### config.mk
export PLATFORM = sky130hd
export DESIGN_NAME = snd_audio_out
export DESIGN_NICKNAME = d
export VERILOG_FILES = /design/src/rtl/snd_audio_pkg.sv /design/src/rtl/snd_rate_gen.sv /design/src/rtl/snd_audio_out.sv
export SDC_FILE = /design/constraint.sdc
export NUM_CORES = 1
export LEC_CHECK = 0
export ABC_AREA = 1
export CELL_PAD_IN_SITES_DETAIL_PLACEMENT = 1
export CELL_PAD_IN_SITES_GLOBAL_PLACEMENT = 2
export CORE_ASPECT_RATIO = 1.5
export CORE_MARGIN = 2
export CORE_UTILIZATION = 35
export DETAILED_ROUTE_END_ITERATION = 10
export PLACE_DENSITY_LB_ADDON = 0.2
export SETUP_SLACK_MARGIN = 0.02
export SYNTH_ARGS = -nofsm -noshare
export SYNTH_HDL_FRONTEND = slang
export SYNTH_SLANG_ARGS = --single-unit
### constraint.sdc
create_clock -name clk -period 15.5 [get_ports clk]
set_clock_uncertainty 0.2 [all_clocks]
set_input_delay 1.55 -clock clk [delete_from_list [all_inputs] [get_ports clk]]
set_output_delay 1.55 -clock clk [all_outputs]
set_load 0.01 [all_outputs]
### src/rtl/snd_audio_pkg.sv
// Shared widths, gain scaling and saturation helper for the audio output stage.
package snd_audio_pkg;

  localparam int unsigned PCM_W      = 16;
  localparam int unsigned GAIN_UNITY = 128;
  localparam int unsigned GAIN_SHIFT = $clog2(GAIN_UNITY);

  typedef logic signed [PCM_W-1:0] pcm_t;

  localparam pcm_t PCM_MAX = 16'sh7FFF;
  localparam pcm_t PCM_MIN = 16'sh8000;

  // Clamp a wide signed value (17- or 24-bit, sign-extended to 24) into 16-bit PCM.
  function automatic pcm_t sat16(input logic signed [23:0] v);
    pcm_t res;
    if (v > 24'(PCM_MAX)) begin
      res = PCM_MAX;
    end else if (v < 24'(PCM_MIN)) begin
      res = PCM_MIN;
    end else begin
      res = pcm_t'(v[PCM_W-1:0]);
    end
    return res;
  endfunction

endpackage

### src/rtl/snd_rate_gen.sv
// Fractional divider: one-clock strb at an average rate of SAMPLE_HZ out of CLK_HZ.
module snd_rate_gen #(
  parameter int unsigned CLK_HZ    = 48000000,
  parameter int unsigned SAMPLE_HZ = 48000
) (
  input  logic clk,
  input  logic reset,
  output logic strb
);

  logic [31:0] acc;
  logic [32:0] sum;

  always_comb begin
    sum = 33'(acc) + 33'(SAMPLE_HZ);
  end

  always_ff @(posedge clk or posedge reset) begin
    if (reset) begin
      acc  <= '0;
      strb <= 1'b0;
    end else if (sum >= 33'(CLK_HZ)) begin
      acc  <= 32'(sum - 33'(CLK_HZ));
      strb <= 1'b1;
    end else begin
      acc  <= sum[31:0];
      strb <= 1'b0;
    end
  end

endmodule

### src/rtl/snd_audio_out.sv
// PSG mix -> low-pass, decimate, DC removal, gain/mute -> 16-bit PCM with valid/ready.
// Optional 1-bit sigma-delta output enabled by defining SND_SIGMA_DELTA_EN.
import snd_audio_pkg::*;

module snd_audio_out #(
  parameter int unsigned CLK_HZ    = 48000000,
  parameter int unsigned SAMPLE_HZ = 48000,
  parameter int unsigned LP_SHIFT  = 4,
  parameter int unsigned DC_SHIFT  = 10
) (
  input  logic        clk,
  input  logic        reset,
  input  logic [7:0]  snd_in,
  input  logic [7:0]  gain,
  input  logic        mute,
  output logic [15:0] pcm_out,
  output logic        pcm_valid,
  input  logic        pcm_ready,
  output logic        overrun,
  input  logic        overrun_clr,
  output logic        sd_out
);

  localparam int unsigned ACC_W = PCM_W + DC_SHIFT;

  logic              strb;
  logic [15:0]       lp;
  logic signed [16:0] lp_d;
  logic [15:0]       lp_step;
  logic [ACC_W-1:0]  dc_acc;
  logic [15:0]       dc;
  logic signed [16:0] hp;
  pcm_t              s1;
  logic              s1_v;
  logic signed [23:0] prod;
  pcm_t              r;
  pcm_t              s2;
  logic              s2_v;
  logic              xfer;

  snd_rate_gen #(
    .CLK_HZ    (CLK_HZ),
    .SAMPLE_HZ (SAMPLE_HZ)
  ) u_rate (
    .clk   (clk),
    .reset (reset),
    .strb  (strb)
  );

  // Datapath arithmetic for the low-pass, high-pass and gain stages.
  always_comb begin
    lp_d    = $signed({1'b0, snd_in, 8'h00}) - $signed({1'b0, lp});
    lp_step = 16'(lp_d >>> LP_SHIFT);
    dc      = PCM_W'(dc_acc >> DC_SHIFT);
    hp      = $signed({1'b0, lp}) - $signed({1'b0, dc});
    prod    = 24'(s1) * 24'($signed({1'b0, gain}));
    r       = mute ? pcm_t'(0) : sat16(prod >>> GAIN_SHIFT);
    xfer    = pcm_valid & pcm_ready;
  end

  // lp runs every clock; stage 1 on strb, stage 2 the following cycle.
  always_ff @(posedge clk or posedge reset) begin
    if (reset) begin
      lp     <= '0;
      dc_acc <= '0;
      s1     <= '0;
      s1_v   <= 1'b0;
      s2     <= '0;
      s2_v   <= 1'b0;
    end else begin
      lp   <= lp + lp_step;
      s1_v <= strb;
      s2_v <= s1_v;
      if (strb) begin
        s1     <= sat16(24'(hp));
        dc_acc <= dc_acc + ACC_W'(hp);
      end
      if (s1_v) begin
        s2 <= r;
      end
    end
  end

  // Output holding register; a load over an unconsumed sample flags overrun.
  always_ff @(posedge clk or posedge reset) begin
    if (reset) begin
      pcm_out   <= '0;
      pcm_valid <= 1'b0;
      overrun   <= 1'b0;
    end else begin
      if (s2_v) begin
        pcm_out   <= s2;
        pcm_valid <= 1'b1;
      end else if (xfer) begin
        pcm_valid <= 1'b0;
      end
      if (s2_v && pcm_valid && !pcm_ready) begin
        overrun <= 1'b1;
      end else if (overrun_clr) begin
        overrun <= 1'b0;
      end
    end
  end

`ifdef SND_SIGMA_DELTA_EN
  logic [16:0] sd_e;

  // First-order modulator on offset-binary PCM; the carry is the bitstream.
  always_ff @(posedge clk or posedge reset) begin
    if (reset) begin
      sd_e <= '0;
    end else begin
      sd_e <= 17'(sd_e[15:0]) + 17'(pcm_out ^ 16'h8000);
    end
  end

  assign sd_out = sd_e[16];
`else
  assign sd_out = 1'b0;
`endif

endmodule

==> metrics.txt, run 1 <==
Layout Cells excl Fill 2,483; CTS resizes 0; Setup crit start kind input port; HP Class reg -> reg; worst r2r dst s2[2]$_DFFE_PP0P_; combinational power share 54.7%; initial antenna violation count 1; WP depth 24; setup_tns 0 ns; most frequent cells in the layout 647 x nand2_1, 363 x inv_1, 120 x dfrtp_1, 109 x ha_1, 102 x fa_1; Initial Utilization 35.6%; dpl hpwl 33,100 um; VDD IR max 0.102 mV; RSZ-0062 raised after global routing false; crit path cell chain clkdlybuf4s50_1 > nand2_1 > inv_1 > fa_1 > inv_1 > fa_1 > inv_1 > fa_1 > fa_1 > ha_1 > nand2_1 > nor3_1 > nand2_1 > nor4_1 > nand2_1 > nand3_2 > inv_2 > nand2_1 > nand2_1 > nand2_1 > nand2_1 > nand2_1 > nand2_1 > nand2_1; Seq pwr share 22.0%; Yosys cell types 46; Yosys warning count 0; slowest stage cell, crit path clkdlybuf4s50_1; Die H 247 um; final instance area 0.0151 sq mm; total global routing overflow 0; Crit path top cell by count nand2_1; #FFs+latches synth 120; total CTS buffers 17; Pint 0.000908 W; post-route ant nets 0; Iter 0 DRT Violations 460; Max Fclk 0.140 GHz; critical path's top delay family adder cells; drt pass-1 iters 4; Clock transition at path regs 0.07 ns; mapped cell area 0.0137 sq mm; Worst Path Required 15.69 ns; Cell Area, Placed 0.0145 sq mm; hold-critical path depth 0; # nets final 2,207; Chip Width 166 um; max_slew headroom 26.8%; Crit. End Element flip-flop; switching power total 0.000787 W; core area 0.0385 sq mm; Hold Vio Cnt, Final 0; number of global-route vias before repair 13,500; flop-to-flop setup slack 9.81 ns; final setup violation count 0; post-DR vias/cell 4.89; worst path arrival time 7.31 ns; first-pass GRT wire length 67,800 um; RR Startpoint s1[15]$_DFFE_PP0P_; Clk pwr share 23.4%; min Tclk post-route 7.13 ns; # fillers 4,953; Post-Route WL 40,200 um; Bufs on Longest Clock Path 2; post-placement cell count 2,451; die area 0.0409 sq mm; IO buf count 38; HP Start s1_v$_DFF_PP0_; syn nets 2,200; CTS root buffer clkbuf_16; Hold Path End s2_v$_DFF_PP0_; max incr delay on CP 0.82 ns; CP Max Fanout 16; hold slack 0.204 ns; commonest non-fill, non-tap cell in the layout nand2_1; worst reg2reg path depth 25; Sink Count 120; Vias 12,100; critical path type in -> reg; DR WL/cell 16.2 um; Pins Over Slew Limit 0; # DRC 0; post-synthesis sequential area ratio 21.9%; I/O pin count 40; P_leak 8.43 nW; num rows 88; # diodes 0; Avg Cell Area, Syn 6.98 sq um; max cap viols 0; layout cells sized above 1 4.93%; hold_buf cts 0; GPL Wtd Cong 0.853; Pwr Density 112 mW/mm^2; Worst Setup SP gain[3]; WP buf/inv 5; All-Layer GR Usage 20.8%; setup bufs post-CTS 0; area growth from synthesis to layout 9.76%; switching portion of total power 46.4%; Mapped Cells 1,968; Slew @ Worst Pin 1.10 ns; status finished clean; H-Tree Level Count 4; Tot Pwr 0.00169 W; insertion delay to the later sink of the worst-skew pair 0.45 ns; CTS tree built; largest net degree at the start of global routing 72; Final period util 46.0%
[state kept, by name (all words and copies together) (netlist names)]
name	cells
s1_v	1
pcm_valid	1
u_rate.acc	25
s2	16
overrun	1
s1	16
s2_v	1
dc_acc	26
lp	16
pcm_out	16
u_rate.strb	1
[how the worst max path moves through the flow]
stage	to	slack [ns]
after floorplan	s2[10]$_DFFE_PP0P_	9.16
after global placement	s2[12]$_DFFE_PP0P_	7.97
after detailed placement	s2[2]$_DFFE_PP0P_	7.83
after CTS	s2[2]$_DFFE_PP0P_	8.29
after global routing	s2[2]$_DFFE_PP0P_	7.86
final	s2[2]$_DFFE_PP0P_	8.37
[Yosys cell counts (all sizes together)]
cell	number	share of area, %
a211oi	3	0.16
a21boi	2	0.11
a21o	6	0.33
a21oi	84	3.1
a221oi	2	0.13
a31o	1	0.064
a31oi	9	0.41
buf	10	0.65
clkbuf	42	1.2
clkinv	1	0.027
conb	1	0.027
dfrtp	120	22
fa	102	15
ha	109	9.9
inv	380	10
nand2	660	18
nand3	98	3.7
nand3b	7	0.38
nand4	16	0.73
nor2	104	2.9
nor3	12	0.44
nor4	7	0.36
o2111ai	1	0.064
o211a	1	0.073
o211ai	4	0.22
o21a	3	0.16
o21ai	82	3.3
o21bai	10	0.55
o31ai	1	0.055
o32ai	1	0.064
or2	14	0.64
xnor2	21	1.3
xor2	54	3.4
[stage by stage]
| step | setup WS (ns) | utilization [%] |
|---|---|---|
| 4_1_cts | 8.29 | 39.1 |
| 6_report | 8.37 | 39.1 |
| 2_1_floorplan | 9.16 | - |
| 5_1_grt | 7.86 | 39.1 |
| 3_5_place_dp | 7.83 | 37.6 |
| 3_3_place_gp | 7.97 | 37.6 |
[metal layers]
layer	GRT usage, %	part of all wire [%]
met1	21.4	39
met2	42.3	57
met3	2.46	1.3
met4	7.88	3.3
met5	0	0.027
[cell type report]
| class | count | area [sq um] | area share [%] |
|---|---|---|---|
| inverters | 381 | 1430 | 9.51 |
| clock inverters | 14 | 141 | 0.938 |
| multi-input cells | 1415 | 9050 | 60.0 |
| clock buffers | 18 | 429 | 2.85 |
| repair buffers | 40 | 395 | 2.62 |
| well taps | 495 | 619 | 4.11 |
| flip-flops and latches | 120 | 3000 | 19.9 |
[power groups by stage]
stage	clock network, W	logic, W	registers (W)
global route	0.000422	0.00107	0.000377
global placement	0	0.000918	0.000379
finish	0.000396	0.000926	0.000372
detailed placement	0	0.000940	0.000380
CTS	0.000408	0.000944	0.000374
floorplan	0	0.000714	0.000369
[worst register-to-register path: cells and delay by family (launching register included)]
kind / cells / cell delay [ns]
adders and majority gates: 5 / 2.50
DFF: 1 / 0.52
and+or+nand+nor: 13 / 1.83
buffers and inverters: 7 / 0.60
[kinds of logic (layout without fill, tap and decap cells)]
group / count (synthesis) / count (layout) / share of synthesized area (%)
XOR/XNOR: 75 / 75 / 4.78
AND/OR/NAND/NOR: 918 / 918 / 27.5
flip-flops: 120 / 120 / 21.9
adder cells (fa/ha/maj): 211 / 211 / 24.8
AO/OA/AOI/OAI: 210 / 210 / 8.79
other: 1 / 1 / 0.0273
buffers and inverters: 433 / 453 / 12.2
No activity file was read; power rests on OpenSTA's default activity.
==> run 2: changes to the inputs <==
==> constraint.sdc (replaced) <==
create_clock -name clk -period 6.7 [get_ports clk]
set_clock_uncertainty 0.2 [all_clocks]
set_input_delay 0.67 -clock clk [delete_from_list [all_inputs] [get_ports clk]]
set_output_delay 0.67 -clock clk [all_outputs]
set_load 0.01 [all_outputs]
==> run 2 against run 1 <==
Against the previous run: critical path depth shrank 2; global-route usage barely moved; non-clock buffer count grew 12; via count increased by 0.81%; clock power is 120% higher; utilization rose by 0.19 points; power increased by 130%; largest power group unchanged.
==> metrics.txt, run 2 (same netlist as run 1, synthesis figures left out) <==
# nets final 2,219 (+0.54%); setup_tns 0 ns (unchanged); Pwr Density 258 mW/mm^2 (+130%); CTS root buffer clkbuf_16; Iter 0 DRT Violations 358 (-22%); Pins Over Slew Limit 0 (unchanged); min Tclk post-route 6.02 ns; Crit. End Element flip-flop; Die H 247 um (unchanged); I/O pin count 40 (unchanged); Clock transition at path regs 0.06 ns (about the same); post-placement cell count 2,463 (+0.49%); post-DR vias/cell 4.91 (+0.32%); max cap viols 0 (unchanged); core area 0.0385 sq mm (unchanged); total global routing overflow 0 (unchanged); HP Class reg -> reg; num rows 88 (unchanged); Vias 12,200 (+0.81%); Bufs on Longest Clock Path 2 (unchanged); VDD IR max 0.270 mV (+170%); area growth from synthesis to layout 10.3%; final core utilization 39.3% (+0.19 points); hold-critical path depth 0 (unchanged); insertion delay to the later sink of the worst-skew pair 0.44 ns (about the same); final instance area 0.0151 sq mm (+0.48%); die area 0.0409 sq mm (unchanged); commonest non-fill, non-tap cell in the layout nand2_1; IO buf count 38 (unchanged); post-route ant nets 0 (unchanged); total CTS buffers 17 (unchanged); # fillers 4,933 (-0.40%); hold_buf cts 0 (unchanged); worst path arrival time 6.15 ns (-1.16 ns); Chip Width 166 um (unchanged); CP Max Fanout 15 (-1); drt pass-1 iters 4 (unchanged); Initial Utilization 35.6% (unchanged); P_leak 8.48 nW (+0.52%); Hold Vio Cnt, Final 0 (unchanged); Max Fclk 0.166 GHz; All-Layer GR Usage 20.8% (+0.049 points); number of global-route vias before repair 13,600 (+0.60%); layout cells sized above 1 5.55% (+0.62 points); largest net degree at the start of global routing 67 (-6.9%); worst reg2reg path depth 23 (-8.0%); Top reg by flops dc_acc; H-Tree Level Count 4 (unchanged); dpl hpwl 33,500 um (+1.2%); DR WL/cell 16.3 um (+0.49%); CTS tree built; initial antenna violation count 0 (-1); critical path type in -> reg; # DRC 0 (unchanged); Worst Path Required 6.83 ns (-8.86 ns); Cell Area, Placed 0.0146 sq mm (+0.62%); max_slew headroom 27.5% (+0.74 points); setup bufs post-CTS 0 (unchanged); # diodes 0 (unchanged); Layout Cells excl Fill 2,495 (+0.48%); status finished clean; RSZ-0062 raised after global routing false; Slew @ Worst Pin 1.09 ns (-0.0112 ns); max reg flops 26 (unchanged); GPL Wtd Cong 0.826 (-3.2%); most frequent cells in the layout 647 x nand2_1, 363 x inv_1, 120 x dfrtp_1, 109 x ha_1, 102 x fa_1; Post-Route WL 40,500 um (+0.97%); hold slack 0.208 ns (+0.00355 ns); Setup crit start kind input port; Sink Count 120 (unchanged); CTS resizes 0 (unchanged); Top Registers dc_acc: 26 flops, u_rate.acc: 25 flops; Final period util 89.8%; first-pass GRT wire length 67,800 um (about the same); final setup violation count 0 (unchanged)
## run 2: changes by cell type in the layout (fill, tap and decap cells not counted)
cell	previous run	this run
clkinvlp_4	1	3
clkinv_4	6	4
clkinv_2	1	2
bufinv_16	1	0
buf_4	2	14
clkbuf_1	1	0
clkbuf_8	0	1
## run 2: stage by stage
| stage | power, W | worst slack [ns] |
|---|---|---|
| floorplan | 0.00250 | 1.24 |
| global placement | 0.00301 | 0.269 |
| detailed placement | 0.00307 | 0.136 |
| CTS | 0.00399 | 0.665 |
| global route | 0.00430 | 0.191 |
| finish | 0.00390 | 0.681 |
## run 2: path summary, 6_finish.rpt
check,to,slack [ns],startpoint
worst max-delay path,s2[13]$_DFFE_PP0P_,0.68,gain[3]
worst min-delay path,s2_v$_DFF_PP0_,0.21,s1_v$_DFF_PP0_
worst min register to register,s2_v$_DFF_PP0_,0.21,s1_v$_DFF_PP0_
worst max register to register,s2[13]$_DFFE_PP0P_,1.06,s1[15]$_DFFE_PP0P_
max in group asynchronous,s1[10]$_DFFE_PP0P_,4.36,reset
min in group asynchronous,pcm_out[10]$_DFFE_PP0P_,0.49,reset
## run 2: final cells by class
cell class,count,area [sq um],area share [%]
Multi-Input combinational cell,1415,9050,59.8
Clock inverter,14,114,0.752
Clock buffer,18,439,2.90
Inverter,381,1430,9.46
Timing Repair Buffer,52,485,3.21
Sequential cell,120,3000,19.8
Tap cell,495,619,4.09
## run 2: where the power goes
part	switching (W)	internal, W	total (W)	leakage, nW
Sequential	0.0000621	0.000800	0.000862	1.51
Combinational	0.00137	0.000786	0.00215	6.70
Clock	0.000398	0.000489	0.000887	0.266
## run 2: per-layer routing
layer  vias up  global-route usage (%)  wire length (um)
met5         -                       0                 0
met2       114                    42.2             22900
met1      5974                    21.6             15700
li1       6092                       -                 -
met3        67                    2.36               612
met4         0                    7.98              1350
## run 2: worst max-delay path: stages
cell and delay, ns:
clkdlybuf4s50_1 0.73, nand2_1 0.28, inv_1 0.11, fa_1 0.60, inv_1 0.13, fa_1 0.55
inv_1 0.05, fa_1 0.48, fa_1 0.48, ha_1 0.34, inv_1 0.10, nor3_1 0.27
nand2_1 0.12, nor4_1 0.18, nand2_1 0.11, nand3_2 0.08, nand2_1 0.06, nand2_1 0.09
or2_1 0.45, nand2_1 0.12, nand2_1 0.08, nand2_1 0.06
